## src/rtl/fetch_unit.sv

```systemverilog
// Instruction-fetch stage: PC, single-outstanding imem handshake, 1-entry hold
// buffer and the IF/ID register, with redirect flush and stale-response kill.
module fetch_unit #(
  parameter int              XLEN     = 64,
  parameter logic [XLEN-1:0] RESET_PC = 64'h0000_0000_8000_0000
) (
  input  logic            clk_i,
  input  logic            rst_ni,
  input  logic            stall_if_i,
  input  logic            stall_id_i,
  input  logic            redirect_i,
  input  logic [XLEN-1:0] redirect_pc_i,
  output logic            imem_req_o,
  output logic [XLEN-1:0] imem_addr_o,
  input  logic            imem_gnt_i,
  input  logic            imem_rvalid_i,
  input  logic [31:0]     imem_rdata_i,
  output logic            id_valid_o,
  output logic [31:0]     id_instr_o,
  output logic [XLEN-1:0] id_pc_o
);

  localparam logic [31:0] NOP = 32'h0000_0013;

  typedef enum logic {S_REQ = 1'b0, S_WAIT = 1'b1} state_e;

  state_e          state_q, state_d;
  logic            kill_q, kill_d;
  logic [XLEN-1:0] pc_q, pc_d;
  logic [XLEN-1:0] req_pc_q;

  logic            hold_valid_q;
  logic [31:0]     hold_instr_q;
  logic [XLEN-1:0] hold_pc_q;

  logic            id_valid_q;
  logic [31:0]     id_instr_q;
  logic [XLEN-1:0] id_pc_q;

  logic            grant;
  logic            resp;

  assign grant = imem_req_o & imem_gnt_i;
  assign resp  = (state_q == S_WAIT) & imem_rvalid_i & ~kill_q;

  // FSM: state register
  always_ff @(posedge clk_i) begin
    if (!rst_ni) state_q <= S_REQ;
    else         state_q <= state_d;
  end

  // FSM: next state
  always_comb begin
    state_d = state_q;
    case (state_q)
      S_REQ:   if (grant)         state_d = S_WAIT;
      S_WAIT:  if (imem_rvalid_i) state_d = S_REQ;
      default:                    state_d = S_REQ;
    endcase
  end

  // FSM: outputs. kill_q blocks new requests until the stale response drains.
  always_comb begin
    imem_req_o  = rst_ni & (state_q == S_REQ) & ~stall_if_i & ~hold_valid_q
                & ~redirect_i & ~kill_q;
    imem_addr_o = pc_q;
  end

  // A response landing in the redirect cycle is dropped right there; only a
  // still-outstanding one needs kill to catch it later.
  always_comb begin
    kill_d = kill_q;
    if (imem_rvalid_i && kill_q) kill_d = 1'b0;
    if (redirect_i && (state_q == S_WAIT) && !imem_rvalid_i) kill_d = 1'b1;
  end

  always_comb begin
    pc_d = pc_q;
    if (redirect_i) pc_d = {redirect_pc_i[XLEN-1:2], 2'b00};
    else if (grant) pc_d = pc_q + XLEN'(4);
  end

  always_ff @(posedge clk_i) begin
    if (!rst_ni) begin
      pc_q     <= {RESET_PC[XLEN-1:2], 2'b00};
      kill_q   <= (state_q == S_WAIT) & ~imem_rvalid_i;
      req_pc_q <= '0;
    end else begin
      pc_q   <= pc_d;
      kill_q <= kill_d;
      if (grant) req_pc_q <= pc_q;
    end
  end

  // IF/ID and hold buffer; the hold entry always drains ahead of a new response
  always_ff @(posedge clk_i) begin
    if (!rst_ni) begin
      id_valid_q   <= 1'b0;
      id_instr_q   <= NOP;
      id_pc_q      <= '0;
      hold_valid_q <= 1'b0;
      hold_instr_q <= NOP;
      hold_pc_q    <= '0;
    end else if (redirect_i) begin
      id_valid_q   <= 1'b0;
      id_instr_q   <= NOP;
      hold_valid_q <= 1'b0;
    end else if (stall_id_i) begin
      if (resp) begin
        hold_valid_q <= 1'b1;
        hold_instr_q <= imem_rdata_i;
        hold_pc_q    <= req_pc_q;
      end
    end else if (hold_valid_q) begin
      id_valid_q <= 1'b1;
      id_instr_q <= hold_instr_q;
      id_pc_q    <= hold_pc_q;
      if (resp) begin
        hold_instr_q <= imem_rdata_i;
        hold_pc_q    <= req_pc_q;
      end else begin
        hold_valid_q <= 1'b0;
      end
    end else if (resp) begin
      id_valid_q <= 1'b1;
      id_instr_q <= imem_rdata_i;
      id_pc_q    <= req_pc_q;
    end else begin
      id_valid_q <= 1'b0;
    end
  end

  assign id_valid_o = id_valid_q;
  assign id_instr_o = id_instr_q;
  assign id_pc_o    = id_pc_q;

endmodule

```

## config.mk

```make
export PLATFORM = sky130hd
export DESIGN_NAME = fetch_unit
export DESIGN_NICKNAME = d
export VERILOG_FILES = /design/src/rtl/fetch_unit.sv
export SDC_FILE = /design/constraint.sdc
export NUM_CORES = 1
export LEC_CHECK = 0
export BUFFER_PORTS_ARGS = -buffer_cell sky130_fd_sc_hd__buf_2
export CAP_MARGIN = 15
export CORE_ASPECT_RATIO = 0.6
export CORE_MARGIN = 1
export CORE_UTILIZATION = 45
export CTS_CLUSTER_SIZE = 10
export DETAILED_ROUTE_END_ITERATION = 12
export PLACE_DENSITY = 0.75
export SETUP_SLACK_MARGIN = 0.1
export SKIP_LAST_GASP = 1
export SLEW_MARGIN = 10
export SYNTH_ARGS = -nofsm -noshare
export SYNTH_HDL_FRONTEND = slang
export SYNTH_SLANG_ARGS = --single-unit
```

## constraint.sdc

```tcl
create_clock -name clk_i -period 2.7 [get_ports clk_i]
set_clock_uncertainty 0.2 [all_clocks]
set_input_delay 0.135 -clock clk_i [delete_from_list [all_inputs] [get_ports clk_i]]
set_output_delay 0.135 -clock clk_i [all_outputs]
set_load 0.005 [all_outputs]
```

==> impl_metrics.csv <==
group,metric,value,unit
detailed_routing,wl,41.6,mm
worst_setup_path,cp-end-kind,"flop",
die,coreArea,28800,um^2
die,row_count,48,
worst_setup_path,endpoint,"imem_addr_o[49]",
outcome,outcome,"finished clean",
die,dieArea,30000,um^2
cts,cts_buffers,37,
synthesis,synth_top_area_share,47.9,%
hold_path,hold_path.class,"input pin to flop",
grt,grt_max_degree,99,
cts,clk_latency,0.52,ns
detailed_routing,drc,0,
detailed_routing,ant_nets,0,
grt,grt_first_pass_wirelength,64.0,mm
timing,whs,0.171,ns
synthesis,syn-cell-area,13200,um^2
worst_setup_path,path_class,"flop to flop",
timing,hold_viol,0,
synthesis,async_flop_share,0,%
grt,grt_pass1_vias,11900,
timing,worstMarginPinSlew,0.937,ns
detailed_routing,avgRoutedWirePerCell,17.8,um
worst_setup_path,startpoint_type,"flop",
cts,cts.sinks,316,
timing,rsz0062_at_grt,"true",
timing,max_freq,392,MHz
layout,fin_nets,2061,
layout,final_util,59.9,%
worst_setup_path,cp.arrival,2.73,ns
cts,path_clk_slew,0.06,ns
cts,cts_root_buf,"clkbuf_16",
power,p_per_area,571,nW/um^2
grt,antenna_found_initial,4,
timing,relSlewSlack,37.5,%
worst_setup_path,r2r_end,"imem_addr_o[49]",
worst_setup_path,crit_fanout,7,
timing,post-route-period-util,94.4,%
job,drv_cap,0,
power,power_leakage,6.23,nW
synthesis,synth_area_leaders,"dfxtp_1, nand2_1, a21oi_1",
placement,io_buffers,258,
cts,cts_tree,"done",
timing,period_minus_slack,2.55,ns
grt,gr-total-overflow,0,
synthesis,synth_cell_types,50,
cts,cts.path.max_buffers,3,
synthesis,synth_flop_cell,"dfxtp_1",
die,die_w,223,um
timing,slew_viol_final,0,
detailed_routing,vias,13000,
synthesis,synth_top_area_cell,"dfxtp_1",
detailed_routing,drtIter0Drc,1311,
synthesis,synth-seq-area-share,48.1,%
synthesis,ys_warn_count,0,
synthesis,synthCells,1605,
synthesis,synthTopCellsByCount,"nand2_1, dfxtp_1, a21oi_1",
timing,fin_tns_setup,0,ns
power,peakVddDrop,285,uV
worst_setup_path,reg2reg_slack,0.15,ns
worst_setup_path,regToRegStartpoint,"imem_addr_o[5]",
worst_setup_path,reg2reg_depth,6,
cts,htreeDepth,2,
synthesis,ys_ff_latch,316,
synthesis,synth-edff-count,1,
timing,finalSetupViolations,0,
placement,dp_hpwl,27.8,mm
placement,gp_congestion,0.855,
layout,area_growth,30.9,%
layout,drive_gt1_share,19.4,%
worst_setup_path,crit_start,"imem_addr_o[5]",
detailed_routing,viasPerCell,5.55,
detailed_routing,firstDrtPassIters,5,
synthesis,postSynthAreaPerCell,8.20,um^2
die,initial_core_util,45.8,%
die,die_h,135,um
worst_setup_path,required,2.88,ns
grt,grt.total_usage,26.7,%
synthesis,synthMostInstantiatedCell,"nand2_1",
die,io_pins,265,
==> registers in the layout, indices dropped and copies added (netlist names) <==
name / count
kill_q: 1
state_q: 1
req_pc_q: 62
id_pc_o: 62
hold_valid_q: 1
id_instr_o: 32
hold_instr_q: 32
hold_pc_q: 62
imem_addr_o: 62
id_valid_o: 1
==> metrics by stage <==
stage	cell area [um^2]	std cells	worst slack (ns)	power (W)
floorplan	13200	1608	0.346	0.00520
global placement	15000	2170	0.192	0.00550
detailed placement	15000	2170	0.151	0.00552
CTS	17100	2329	0.149	0.00989
global route	17200	2337	0.0494	0.0102
finish	17200	2339	0.152	0.00984
==> cell families after synthesis <==
kind of cell | Yosys count | synth area share, %
muxes | 97 | 7.37
and+or+nand+nor | 641 | 21.1
AOI/OAI and AO/OA | 378 | 16.9
adders and majority gates | 1 | 0.0950
DFF | 316 | 48.1
other | 1 | 0.0285
buffers and inverters | 135 | 4.01
xor gates and xnor gates | 36 | 2.39
==> cell type report <==
type	instances	area, um^2
fill	2502	11500
multi-input combinational	1157	6380
sequential	316	6340
timing repair buffer	439	3050
clock buffer	41	951
tap	375	469
inverter	6	30.0
antenna	5	12.5
==> report_power, final <==
| part | total [W] | internal [W] | switching, W |
|---|---|---|---|
| registers | 0.00483 | 0.00474 | 0.0000945 |
| logic | 0.000742 | 0.000349 | 0.000393 |
| clock network | 0.00426 | 0.00245 | 0.00181 |
==> routing by layer <==
layer  wire, um  GRT usage, %  part of all wire (%)
met1      19700          37.8                    47
met2      17900          40.3                    43
met3       2850          5.44                   6.9
met4       1170          9.43                   2.8
met5         13             0                 0.031
==> worst min path at each step <==
stage,cells past startpoint,from,to
after floorplan,2,imem_rdata_i[0],hold_instr_q[0]
after global placement,3,imem_rdata_i[4],hold_instr_q[4]
after detailed placement,3,imem_rdata_i[1],hold_instr_q[1]
after CTS,6,stall_if_i,req_pc_q[21]
after global routing,6,stall_if_i,req_pc_q[39]
final,6,stall_if_i,req_pc_q[39]
==> critical path, cell delays in order (launching register included) <==
cell	delay, ns
dfxtp_1	0.45
nand4_1	0.39
nor4_2	0.53
nand4_1	0.27
nor4_1	0.33
xnor2_1	0.16
o22ai_1	0.09
==> timing repair <==
item	4_1_cts	5_1_grt
hold endpoints to repair	138	0
hold buffers	118	0
gates resized for setup	0	7
setup endpoints to repair	0	11
buffers inserted	0	5
==> cell usage in the layout, fill, tap and decap left out, types with 3 or more instances in the layout <==
master	instances
a211oi_1	95
a21o_1	3
a21oi_1	205
a31oi_1	11
and2_1	9
and3_1	13
and4_1	10
buf_12	8
buf_2	258
buf_4	55
clkbuf_1	3
clkbuf_16	37
conb_1	4
dfxtp_1	314
diode_2	5
dlygate4sd3_1	118
inv_1	4
mux2i_1	97
nand2_1	364
nand3_1	38
nand4_1	27
nor2_1	126
nor3_1	16
nor3_2	4
nor4_1	9
o211ai_1	4
o21a_1	3
o21ai_0	38
o22ai_1	6
o311ai_0	6
or4_1	4
xnor2_1	11
xor2_1	25
(Power assumes the default switching activity.)
